### src/rtl/pow2_scale_norm.sv
// Power-of-two normalizer: rescales each FP32 element by 2^-(exp(scale)-127) via exponent arithmetic.
// Optional underflow counter port enabled by defining POW2_NORM_UFLOW_CNT_EN.
module pow2_scale_norm #(
  parameter int AW        = 12,
  parameter int DW        = 32,
  parameter int DATA_SIZE = 1024
) (
  input  logic          clk,
  input  logic          rst,
  input  logic          start,
  input  logic [DW-1:0] scale_in,
  output logic          ready,
  output logic [AW-1:0] rd_addr,
  input  logic [DW-1:0] rd_data,
  output logic [AW-1:0] wr_addr,
  output logic [DW-1:0] wr_data,
  output logic          wr_ena,
  input  logic          downstream_ready,
  output logic          done
`ifdef POW2_NORM_UFLOW_CNT_EN
  ,
  output logic [AW:0]   uflow_cnt
`endif
);

  localparam logic [1:0]    S_IDLE    = 2'd0;
  localparam logic [1:0]    S_RUN     = 2'd1;
  localparam logic [1:0]    S_DRAIN   = 2'd2;
  localparam logic [1:0]    S_HOLD    = 2'd3;
  localparam logic [AW-1:0] LAST_ADDR = AW'(DATA_SIZE - 1);

  logic [1:0]    state_q, state_d;
  logic [AW-1:0] cnt_q, cnt_d;
  logic          drain_q, drain_d;
  logic [7:0]    scale_exp_q, scale_exp_d;
  logic          ready_q, ready_d;
  logic          done_q, done_d;
  logic          rd_vld_q;
  logic [AW-1:0] rd_idx_q;
  logic          wr_ena_q;
  logic [AW-1:0] wr_addr_q;
  logic [DW-1:0] wr_data_q;

  logic signed [9:0] shift_s;
  logic signed [9:0] ne_s;
  logic [7:0]        ex_s;
  logic [DW-1:0]     norm_s;
  logic              start_acc_s;

  assign start_acc_s = (state_q == S_IDLE) && start;

  // Control FSM next-state logic
  always_comb begin
    state_d     = state_q;
    cnt_d       = cnt_q;
    drain_d     = drain_q;
    scale_exp_d = scale_exp_q;
    ready_d     = ready_q;
    done_d      = 1'b0;
    case (state_q)
      S_IDLE: begin
        if (start) begin
          scale_exp_d = scale_in[30:23];
          cnt_d       = '0;
          ready_d     = 1'b0;
          state_d     = S_RUN;
        end else begin
          ready_d = 1'b1;
        end
      end
      S_RUN: begin
        drain_d = 1'b0;
        if (cnt_q == LAST_ADDR) begin
          state_d = S_DRAIN;
        end else begin
          cnt_d = cnt_q + AW'(1);
        end
      end
      S_DRAIN: begin
        if (drain_q) begin
          drain_d = 1'b0;
          done_d  = 1'b1;
          state_d = S_HOLD;
        end else begin
          drain_d = 1'b1;
        end
      end
      S_HOLD: begin
        if (downstream_ready) begin
          ready_d = 1'b1;
          state_d = S_IDLE;
        end else begin
          ready_d = 1'b0;
        end
      end
      default: begin
        ready_d = 1'b1;
        state_d = S_IDLE;
      end
    endcase
  end

  // Exponent-only rescale of the element currently on rd_data
  always_comb begin
    ex_s = rd_data[30:23];
    if ((scale_exp_q != 8'd0) && (scale_exp_q != 8'hFF)) begin
      shift_s = $signed({2'b00, scale_exp_q}) - 10'sd127;
    end else begin
      shift_s = 10'sd0;
    end
    ne_s = $signed({2'b00, ex_s}) - shift_s;
    if (ex_s == 8'hFF) begin
      norm_s = rd_data;
    end else if (ex_s == 8'd0) begin
      norm_s = {rd_data[31], 31'd0};
    end else if (ne_s <= 10'sd0) begin
      norm_s = {rd_data[31], 31'd0};
    end else if (ne_s >= 10'sd255) begin
      norm_s = {rd_data[31], 8'hFF, 23'd0};
    end else begin
      norm_s = {rd_data[31], ne_s[7:0], rd_data[22:0]};
    end
  end

  // State, read pipeline and registered write port
  always_ff @(posedge clk or posedge rst) begin
    if (rst) begin
      state_q     <= S_IDLE;
      cnt_q       <= '0;
      drain_q     <= 1'b0;
      scale_exp_q <= 8'd0;
      ready_q     <= 1'b1;
      done_q      <= 1'b0;
      rd_vld_q    <= 1'b0;
      rd_idx_q    <= '0;
      wr_ena_q    <= 1'b0;
      wr_addr_q   <= '0;
      wr_data_q   <= '0;
    end else begin
      state_q     <= state_d;
      cnt_q       <= cnt_d;
      drain_q     <= drain_d;
      scale_exp_q <= scale_exp_d;
      ready_q     <= ready_d;
      done_q      <= done_d;
      rd_vld_q    <= (state_q == S_RUN);
      rd_idx_q    <= cnt_q;
      wr_ena_q    <= rd_vld_q;
      if (rd_vld_q) begin
        wr_addr_q <= rd_idx_q;
        wr_data_q <= norm_s;
      end else begin
        wr_addr_q <= wr_addr_q;
        wr_data_q <= wr_data_q;
      end
    end
  end

`ifdef POW2_NORM_UFLOW_CNT_EN
  localparam logic [AW:0] UFLOW_MAX = '1;
  logic [AW:0] uflow_q;
  logic        uflow_hit_s;

  // Denormal inputs are excluded: only true exponent underflow counts
  assign uflow_hit_s = rd_vld_q && (ex_s != 8'd0) && (ex_s != 8'hFF) && (ne_s <= 10'sd0);

  // Saturating per-run underflow counter
  always_ff @(posedge clk or posedge rst) begin
    if (rst) begin
      uflow_q <= '0;
    end else if (start_acc_s) begin
      uflow_q <= '0;
    end else if (uflow_hit_s && (uflow_q != UFLOW_MAX)) begin
      uflow_q <= uflow_q + (AW+1)'(1);
    end else begin
      uflow_q <= uflow_q;
    end
  end

  assign uflow_cnt = uflow_q;
`else
  logic unused_start_acc_s;
  assign unused_start_acc_s = start_acc_s;
`endif

  assign ready   = ready_q;
  assign done    = done_q;
  assign rd_addr = cnt_q;
  assign wr_ena  = wr_ena_q;
  assign wr_addr = wr_addr_q;
  assign wr_data = wr_data_q;

endmodule

### config.mk
export PLATFORM = sky130hd
export DESIGN_NAME = pow2_scale_norm
export DESIGN_NICKNAME = d
export VERILOG_FILES = /design/src/rtl/pow2_scale_norm.sv
export SDC_FILE = /design/constraint.sdc
export NUM_CORES = 1
export LEC_CHECK = 0
export ABC_AREA = 1
export ABC_CLOCK_PERIOD_IN_PS = 5900
export CAP_MARGIN = 0
export CORE_UTILIZATION = 30
export CTS_BUF_LIST = sky130_fd_sc_hd__clkbuf_16
export CTS_CLUSTER_SIZE = 30
export DETAILED_ROUTE_END_ITERATION = 10
export SKIP_LAST_GASP = 1
export SLEW_MARGIN = 10
export SYNTH_ARGS = -nofsm -noshare
export SYNTH_HDL_FRONTEND = slang
export SYNTH_SLANG_ARGS = --single-unit
### constraint.sdc
create_clock -name clk -period 5.9 [get_ports clk]
set_input_delay 1.77 -clock clk [delete_from_list [all_inputs] [get_ports clk]]
set_output_delay 1.77 -clock clk [all_outputs]
set_load 0.05 [all_outputs]
==> summary.txt, run 1 <==
Clock tree
  • Setup repair bufs after CTS: 0
  • Worst-Skew Late Latency: 0.34 ns
  • Post_cts resized: 0
  • CTS max path bufs: 2
  • CTS tree: done
  • Number of H-tree levels: 3
  • CTS clk-pin slew, worst paths: 0.06 ns
  • # clock sinks: a little over 80
  • Hold buffers post-CTS: 0
  • Root buffer cell: clkbuf_16
  • CTS Buf Count: 9

Flow run
  • Max-cap violation count: 0

Global route
  • Grt met1 use: between 10% and 20%
  • Total global routing overflow: 0
  • Vias in the first global route: 3711
  • Largest net degree at the start of global routing: 48
  • Initial antenna violation count: 0
  • Met3 GRT Util: between 3 and 4%
  • Tot GR Track Use: 14.3%
  • GR Util met2: 22.8%
  • Most Used Layer, Global Route: met2
  • First-pass GRT wire length: between 15000 and 20000 µm

Setup path
  • Worst Path Required: roughly 6.1 ns
  • Crit path DAT: 4.30 ns
  • Crit start category: input port
  • CP Capture Type: register
  • R2r worst-path depth: 19
  • Worst R2R End: wr_data[19]
  • Worst R2R Start: scale_exp_q[0]
  • R2R setup slack: 2.27 ns
  • CP Max Fanout: 23
  • WS Path Type: input port to register
  • Critical Path Sink: wr_data[19]
  • Worst Setup SP: rd_data[23]

Floorplanning
  • Die H: between 100 and 150 µm
  • Starting Density: 31.2%
  • Top-level port count: between 100 and 150
  • Core area: roughly 14000 µm²
  • # rows: 43
  • Die span in x: about 120 µm
  • Die area: between 15000 and 20000 µm²

Layout
  • Commonest cells after routing, fill and taps aside: nand2_1 (215), clkdlybuf4s50_1 (102), dfrtp_1 (82)
  • Area grow syn2layout: 33.4%
  • Share of cells above drive strength 1: 8.25%
  • Most common cell after layout, fill and taps aside: nand2_1
  • Layout Nets: between 700 and 800
  • Antenna diodes: 0
  • FILL cells: 1389
  • Design Area, Final: 5850 µm²

Yosys
  • Number of distinct library cells after synthesis: 36
  • #FFs+latches synth: 83
  • Mean Syn Cell Area: 7.66 µm²
  • Synthesized netlist cell count: 572
  • Sequential share of the synthesized area: 47.4%
  • Synth Net Count: 657
  • Ys flop type: dfrtp_1
  • Ys Warns: 0
  • Number of synthesized flops with an enable pin: 0
  • Mapped cell area: 4380 µm²
  • Asr flop ratio synth: 100%

Timing
  • Setup violators final: 0
  • Slew HR: 45.0%
  • Final Hold Viols: 0
  • Final setup TNS: 0 ns
  • Achievable frequency: roughly 250 MHz
  • RSZ-0062 raised after global routing: false
  • Worst-margin pin slew: around 0.8 ns
  • Final Skew: 0.00685 ns
  • Minimum clock period: 4.08 ns
  • Max-slew violations: 0
  • Final period util: between 60 and 70%

Power and ir drop
  • Leak Pwr: 3.00 nW
  • Switching pwr: 0.000387 W
  • VDD IR max: 104 µV
  • Proportion of power drawn by combinational gates: between 10% and 20%
  • Net Sw Frac: 28.7%
  • Part of the power in registers: 44.5%
  • Clock share of power: 38.6%
  • Internal Pwr Total: ~0.00096 W
  • PwrDens: around 230 nW/µm²

Placement
  • RePlAce Congestion: 0.878
  • Placed Area: about 5600 µm²
  • Detailed Place HPWL: 7470 µm
  • Port bufs: 102

Run status
  • Run status: completed

Drt
  • Routed wire per std cell: 11.8 µm
  • Post-route ant nets: 0
  • Via count: 3844
  • 1st-pass router iterations: 4
  • Residual DRC: 0
  • Vias per cell: 4.47
  • Routed wire length: 10200 µm
  • DRT iter0 DRCs: approximately 230

Min path
  • Worst Hold Class: register to register
sequential cells by signal, indices dropped and copies added (netlist names):
register and flops:
wr_data 32, rd_addr 12, rd_idx_q 12, wr_addr 12, scale_exp_q 8, state_q 2, done 1, drain_q 1
rd_vld_q 1, ready 1, wr_ena 1
layout make-up:
class                      count  area, µm²  share of cell area (%)
clock buffer                   9        225                    3.85
tap                          180        225                    3.85
clock inverter                 7       53.8                   0.920
sequential                    83       2080                    35.6
timing repair buffer         104       1040                    17.7
multi-input combinational    390       1900                    32.5
inverter                      86        327                    5.59
power groups by stage:
stage	Combinational (W)	Sequential (W)	Clock, W
finish	0.000228	0.000599	0.000520
global route	0.000248	0.000601	0.000570
CTS	0.000230	0.000599	0.000542
detailed placement	0.000229	0.000609	0
global placement	0.000228	0.000608	0
floorplan	0.0000742	0.000679	0
cell families after synthesis:
kind of cell	count (synthesis)	share of synthesized area [%]
and+or+nand+nor	321	31.7
DFF	83	47.4
adders and majority gates	17	5.02
buffers and inverters	99	9.22
xor gates and xnor gates	2	0.400
AOI/OAI and AO/OA	50	6.28
how the worst min path moves through the flow:
stage	start	end	slack (ns)	cells after the start
CTS	rd_addr[5]	rd_idx_q[5]	0.44	0
global route	rd_addr[5]	rd_idx_q[5]	0.45	0
detailed placement	rd_addr[5]	rd_idx_q[5]	0.42	0
floorplan	rd_vld_q	wr_ena	0.35	0
global placement	rd_addr[5]	rd_idx_q[5]	0.42	0
finish	rd_addr[5]	rd_idx_q[5]	0.43	0
per-stage QoR:
| stage | worst slack (ns) | std cells | power (W) | hold WS (ns) | util [%] |
|---|---|---|---|---|---|
| finish | 1.82 | 859 | 0.00135 | 0.431 | 41.6 |
| detailed placement | 1.46 | 843 | 0.000839 | 0.424 | 39.6 |
| floorplan | 1.99 | 572 | 0.000753 | 0.352 | - |
| global route | 1.62 | 859 | 0.00142 | 0.447 | 41.6 |
| CTS | 1.83 | 859 | 0.00137 | 0.439 | 41.6 |
| global placement | 1.52 | 843 | 0.000836 | 0.416 | 39.6 |
worst max-delay path, stage by stage:
cell and delay [ns]:
clkdlybuf4s50_1 0.48, inv_1 0.06, ha_1 0.23, fa_1 0.47
or2_2 0.29, nor2_1 0.10, nand3_1 0.09, nor2_1 0.10
nand4_1 0.12, nand2_2 0.09, nand2_4 0.08, nand2_4 0.08
nand2_4 0.16, nand2_1 0.12, nand2_1 0.05
routing by layer:
layer / vias up / routed length, µm
met1: 1765 / 4800
met3: 14 / 596
met2: 92 / 4560
met5: - / 0
met4: 0 / 186
li1: 1973 / -
cells in the mapped netlist (2+ instances only):
| cell | number | area, µm² |
|---|---|---|
| nand4_1 | 8 | 50.1 |
| nand3b_1 | 2 | 15.0 |
| inv_1 | 80 | 300 |
| nor4_1 | 3 | 18.8 |
| nor2_2 | 4 | 25.0 |
| o21ai_0 | 14 | 70.1 |
| inv_2 | 4 | 15.0 |
| nor3_1 | 10 | 50.1 |
| nand2_2 | 15 | 93.8 |
| clkbuf_1 | 8 | 30.0 |
| buf_6 | 4 | 45.0 |
| xor2_1 | 2 | 17.5 |
| nand3_1 | 18 | 90.1 |
| dfrtp_1 | 82 | 2050 |
| o21ai_1 | 4 | 20.0 |
| nor2_1 | 33 | 124 |
| o31ai_1 | 2 | 15.0 |
| nand3_2 | 3 | 30.0 |
| nand2_4 | 4 | 45.0 |
| or2_2 | 2 | 12.5 |
| a21oi_1 | 26 | 130 |
| ha_1 | 16 | 200 |
| nand2_1 | 215 | 807 |
Note: power is estimated with default switching activity, not from simulation.
==> run 2, diff against run 1 <==
- ABC_CLOCK_PERIOD_IN_PS: 5900 -> 4200
- clock period: 5.9 -> 4.2 ns (I/O delays scaled with it)
==> summary.txt, run 2 (synthesis results as in run 1) <==
Floorplanning
  • Die H: 123 µm
  • Die span in x: roughly 120 µm
  • Top-level port count: 127
  • Starting Density: 31.2%
  • Core area: 14000 µm²
  • Die area: about 15000 µm²
  • # rows: 43

Layout
  • Commonest cells after routing, fill and taps aside: nand2_1 (215), clkdlybuf4s50_1 (102), dfrtp_1 (82)
  • FILL cells: 1394
  • Layout Nets: 759
  • Antenna diodes: 0
  • Register area: approximately 2100 µm²
  • Max reg flops: 32
  • Area grow syn2layout: 33.8%
  • Share of cells above drive strength 1: roughly 8.4%
  • Fin util: a little over two fifths
  • Multi-input logic area: 1900 µm²
  • Most common cell after layout, fill and taps aside: nand2_1

Clock tree
  • Post_cts resized: 0
  • CTS tree: done
  • Number of H-tree levels: 3
  • Root buffer cell: clkbuf_16
  • Worst-Skew Late Latency: 0.34 ns
  • CTS max path bufs: 2
  • CTS Buf Count: 9
  • # clock sinks: 83
  • Setup repair bufs after CTS: 0
  • CTS clk-pin slew, worst paths: 0.06 ns
  • Hold buffers post-CTS: 0

Drt
  • Post-route ant nets: 0
  • Via count: 3751
  • Routed wire per std cell: 11.9 µm
  • DRT iter0 DRCs: 216
  • Routed wire length: just over 10000 µm
  • Vias per cell: 4.37
  • Residual DRC: 0
  • 1st-pass router iterations: 4

Setup path
  • Crit-path slowest cell: fa_1
  • R2R setup slack: 0.56 ns
  • Crit start category: register
  • Worst R2R End: wr_data[1]
  • Cell Chain, Critical Path: ha_1, nand2_1, nor2_2, nand3_2, o21ai_0, nor2_1, ha_1, fa_1, or2_2, nor2_1, nand3_1, nor2_1, nand4_1, nand2_2, nand2_4, nand2_4, nand2_4, nand2_1, nand2_1
  • WS Path Type: register to register
  • Crit path DAT: 3.87 ns
  • CP Max Fanout: 23
  • Worst R2R Start: scale_exp_q[0]
  • R2r worst-path depth: 19
  • Worst Path Required: 4.43 ns
  • Largest stage delay, worst path: about 0.48 ns
  • CP Capture Type: register

Placement
  • Pre-CTS WS: 0.271 ns
  • Port bufs: 102
  • RePlAce Congestion: 0.888
  • Detailed Place HPWL: 7490 µm

Timing
  • Final Hold Viols: 0
  • Slew HR: 47.4%
  • RSZ-0062 raised after global routing: false
  • Hold WS: roughly 0.44 ns
  • Final period util: 86.6%
  • Achievable frequency: about 270 MHz
  • Setup ws final: ~0.56 ns
  • Setup violators final: 0
  • Max-slew violations: 0
  • Final Skew: 0.00722 ns
  • Final setup TNS: 0 ns
  • Minimum clock period: 3.64 ns
  • Worst-margin pin slew: ~0.8 ns

Power and ir drop
  • VDD IR max: 155 µV
  • PwrDens: roughly 330 nW/µm²
  • Leak Pwr: 3.01 nW
  • Final Total Pwr: roughly 0.0019 W

Global route
  • Initial antenna violation count: 0
  • Vias in the first global route: 3595
  • Tot GR Track Use: 14.1%
  • Total global routing overflow: 0
  • Largest net degree at the start of global routing: 47
  • First-pass GRT wire length: 16600 µm

Run status
  • Run status: completed

Min path
  • Worst hold start: rd_addr[5]
  • Worst Hold Class: register to register
  • Hold depth: 0
  • Hold endpoint: rd_idx_q[5]

Flow run
  • Max-cap violation count: 0
-- run 2: changes by cell type in the layout (fill, tap and decap cells not counted), sizes merged --
cell,before,now
clkinv,2,5
clkinvlp,4,1
-- run 2: final cells by class --
type,count,area share (%)
well taps,180,3.84
clock buffers,9,3.84
multi-input cells,390,32.4
clock inverters,7,1.00
repair buffers,104,17.9
inverters,86,5.57
flip-flops and latches,83,35.4
-- run 2: routing by layer --
layer	share of wire, %	global-route usage (%)	vias up
met3	4.9	2.83	17
met5	0	0	-
met2	45	23.3	101
li1	-	-	1969
met1	48	17.6	1664
met4	1.8	6.48	0
-- run 2: metrics by stage --
step           cell area [µm²]  std cells
2_1_floorplan             4380        572
3_3_place_gp              5580        843
3_5_place_dp              5580        843
4_1_cts                   5860        859
5_1_grt                   5860        859
6_report                  5860        859
-- run 2: worst max path at each step --
stage / start / end / slack (ns) / cells past startpoint
6_report: scale_exp_q[0] / wr_data[1] / 0.56 / 19
5_1_grt: scale_exp_q[0] / wr_data[17] / 0.21 / 20
4_1_cts: scale_exp_q[0] / wr_data[1] / 0.51 / 19
3_5_place_dp: rd_data[23] / wr_data[1] / 0.27 / 15
3_3_place_gp: rd_data[23] / wr_data[22] / 0.34 / 15
2_1_floorplan: rst / done / 0.80 / 1
-- run 2: worst max-delay path: cells and delay by family, from the launching register on --
kind,cells,cell delay (ns)
AND/OR/NAND/NOR,15,1.81
adder cells (fa/ha/maj),3,0.90
AO/OA/AOI/OAI,1,0.45
flip-flops,1,0.37
-- run 2: power by group --
part | switching [W] | total [W] | internal [W]
clock | 0.000338 | 0.000748 | 0.000410
combinational | 0.000203 | 0.000321 | 0.000119
sequential | 0.0000144 | 0.000841 | 0.000827
==> run 3, diff against run 2 <==
- CORE_ASPECT_RATIO: unset -> 2
- DONT_BUFFER_PORTS: unset -> 1
==> summary.txt, run 3 (synthesis results as in run 1) <==
Floorplanning
  • Top-level port count: 127
  • Starting Density: a little under a third
  • Die area: between 15000 and 20000 µm²
  • # rows: 62
  • Core area: approximately 14000 µm²
  • Die H: 173 µm
  • Die span in x: roughly 87 µm

Setup path
  • WS Path Type: register to register
  • R2r worst-path depth: 20
  • R2R setup slack: 0.55 ns
  • CP Max Fanout: 23
  • Crit start category: register
  • Worst Path Required: roughly 4.4 ns
  • Crit path DAT: 3.87 ns
  • Cell Chain, Critical Path: ha_1, nand2_1, nor2_2, nand3_2, o21ai_0, inv_1, nand2_1, inv_1, fa_1, or2_2, nor2_1, nand3_1, nor2_1, nand4_1, nand2_2, nand2_4, nand2_4, nand2_4, nand2_1, nand2_1
  • Worst Setup SP: scale_exp_q[0]
  • Worst R2R Start: scale_exp_q[0]
  • Critical Path Sink: wr_data[11]
  • CP Capture Type: register
  • Crit-path slowest cell: o21ai_0
  • CP most frequent cell: nand2_1
  • Largest stage delay, worst path: 0.49 ns
  • CP top delay family: simple AND/OR/NAND/NOR gates
  • Buffers & Inverters on Critical Path: 2
  • Worst R2R End: wr_data[11]
  • Stages on the worst setup path: 20

Power and ir drop
  • Proportion of power drawn by combinational gates: 6.6%
  • Leak Pwr: ~2.6 nW
  • Net Sw Frac: 27.9%
  • Switching pwr: 0.000510 W
  • PwrDens: 377 nW/µm²
  • VDD IR max: 168 µV
  • Internal Pwr Total: 0.00132 W
  • Clock share of power: 41.7%
  • Part of the power in registers: 51.7%

Placement
  • Pre-CTS WS: 0.502 ns
  • Detailed Place HPWL: 7390 µm
  • RePlAce Congestion: approximately 0.80
  • Port bufs: 0

Layout
  • Area grow syn2layout: 10.6%
  • Max reg flops: 32
  • Most common cell after layout, fill and taps aside: nand2_1
  • Layout Nets: between 600 and 700
  • Share of cells above drive strength 1: under 10%
  • Register area: a little over 2000 µm²
  • Antenna diodes: 0
  • Commonest cells after routing, fill and taps aside: nand2_1 (215), dfrtp_1 (82), inv_1 (81)
  • Multi-input logic area: ~1900 µm²
  • FILL cells: 1542

Drt
  • Routed wire length: a little under 10000 µm
  • DR WL met2: 5080 µm
  • 1st-pass router iterations: 4
  • M1 WL: ~3700 µm
  • Residual DRC: 0
  • Vias per cell: 4.57
  • DR WL met3: 722 µm
  • Routed wire per std cell: 12.7 µm
  • DR top layer: met4
  • DRT iter0 DRCs: 70
  • Post-route ant nets: 0
  • Via count: 3517

Global route
  • Tot GR Track Use: 13.4%
  • Initial antenna violation count: 0
  • Vias in the first global route: roughly 3.5k
  • Largest net degree at the start of global routing: 62
  • First-pass GRT wire length: 16100 µm
  • Total global routing overflow: 0

Timing
  • Final Hold Viols: 0
  • Final period util: 86.9%
  • Setup violators final: 0
  • Max-slew violations: 0
  • Minimum clock period: 3.65 ns
  • RSZ-0062 raised after global routing: false
  • Achievable frequency: ~270 MHz
  • Slew HR: 29.0%
  • Final setup TNS: 0 ns
  • Setup ws final: 0.551 ns
  • Final Skew: about 0.0056 ns
  • Worst-margin pin slew: between 1 and 1.5 ns

Min path
  • Worst Hold Class: register to register

Clock tree
  • Worst-Skew Late Latency: 0.33 ns
  • CTS tree: done
  • Root buffer cell: clkbuf_16
  • CTS Buf Count: 9
  • Number of H-tree levels: 3
  • CTS max path bufs: 2
  • Post_cts resized: 0
  • Setup repair bufs after CTS: 0
  • # clock sinks: 83
  • Hold buffers post-CTS: 0
  • CTS clk-pin slew, worst paths: 0.06 ns

Run status
  • Run status: completed

Flow run
  • Max-cap violation count: 0
[run 3: changes by cell type in the layout (fill, tap and decap cells not counted)]
| cell | before | now |
|---|---|---|
| clkinv_2 | 2 | 1 |
| inv_6 | 2 | 1 |
| inv_1 | 79 | 81 |
| clkdlybuf4s50_1 | 102 | 0 |
| buf_12 | 1 | 0 |
| buf_4 | 1 | 2 |
| inv_8 | 1 | 0 |
| bufinv_16 | 0 | 1 |
| clkinv_4 | 2 | 0 |
| clkinv_1 | 1 | 3 |
[run 3: stage by stage]
stage          utilization [%]  cells  power, W  cell area (µm²)  hold slack [ns]
2_1_floorplan                -    572   0.00106             4380            0.352
3_3_place_gp              32.0    753   0.00108             4560            0.431
3_5_place_dp              32.0    753   0.00108             4560            0.433
4_1_cts                   34.0    769   0.00186             4850            0.449
5_1_grt                   34.0    769   0.00192             4850            0.473
6_report                  34.0    769   0.00183             4850            0.446
[run 3: routing by layer]
layer | track usage, % | vias up
li1 | - | 1757
met1 | 13.5 | 1620
met2 | 24.4 | 120
met3 | 4.06 | 20
met4 | 6.28 | 0
met5 | 0 | -
[run 3: worst min path at each step]
stage | from | endpoint | depth (start not counted)
after global routing | rd_idx_q[0] | wr_addr[0] | 2
after floorplan | rd_vld_q | wr_ena | 0
after CTS | rd_idx_q[0] | wr_addr[0] | 2
after detailed placement | rd_idx_q[0] | wr_addr[0] | 2
final | rd_idx_q[5] | wr_addr[5] | 2
after global placement | rd_idx_q[0] | wr_addr[0] | 2
[run 3: cell type report]
type                            instances  share of cell area [%]
Clock inverter                          7                    1.26
Inverter                               86                    6.74
Multi-Input combinational cell        390                    39.2
Tap cell                              192                    4.96
Sequential cell                        83                    42.9
Clock buffer                            9                    4.65
Timing Repair Buffer                    2                   0.310
[run 3: worst min-delay path: stages, from the launching register on]
cell and delay, ns:
dfrtp_1 0.32, nand2_1 0.05, nand2_1 0.05
[run 3: power groups by stage]
stage               logic (W)  clock network [W]  registers (W)
floorplan            0.000104                  0       0.000953
global placement     0.000119                  0       0.000960
detailed placement   0.000123                  0       0.000961
CTS                  0.000124           0.000792       0.000946
global route         0.000142           0.000826       0.000949
finish               0.000121           0.000761       0.000946
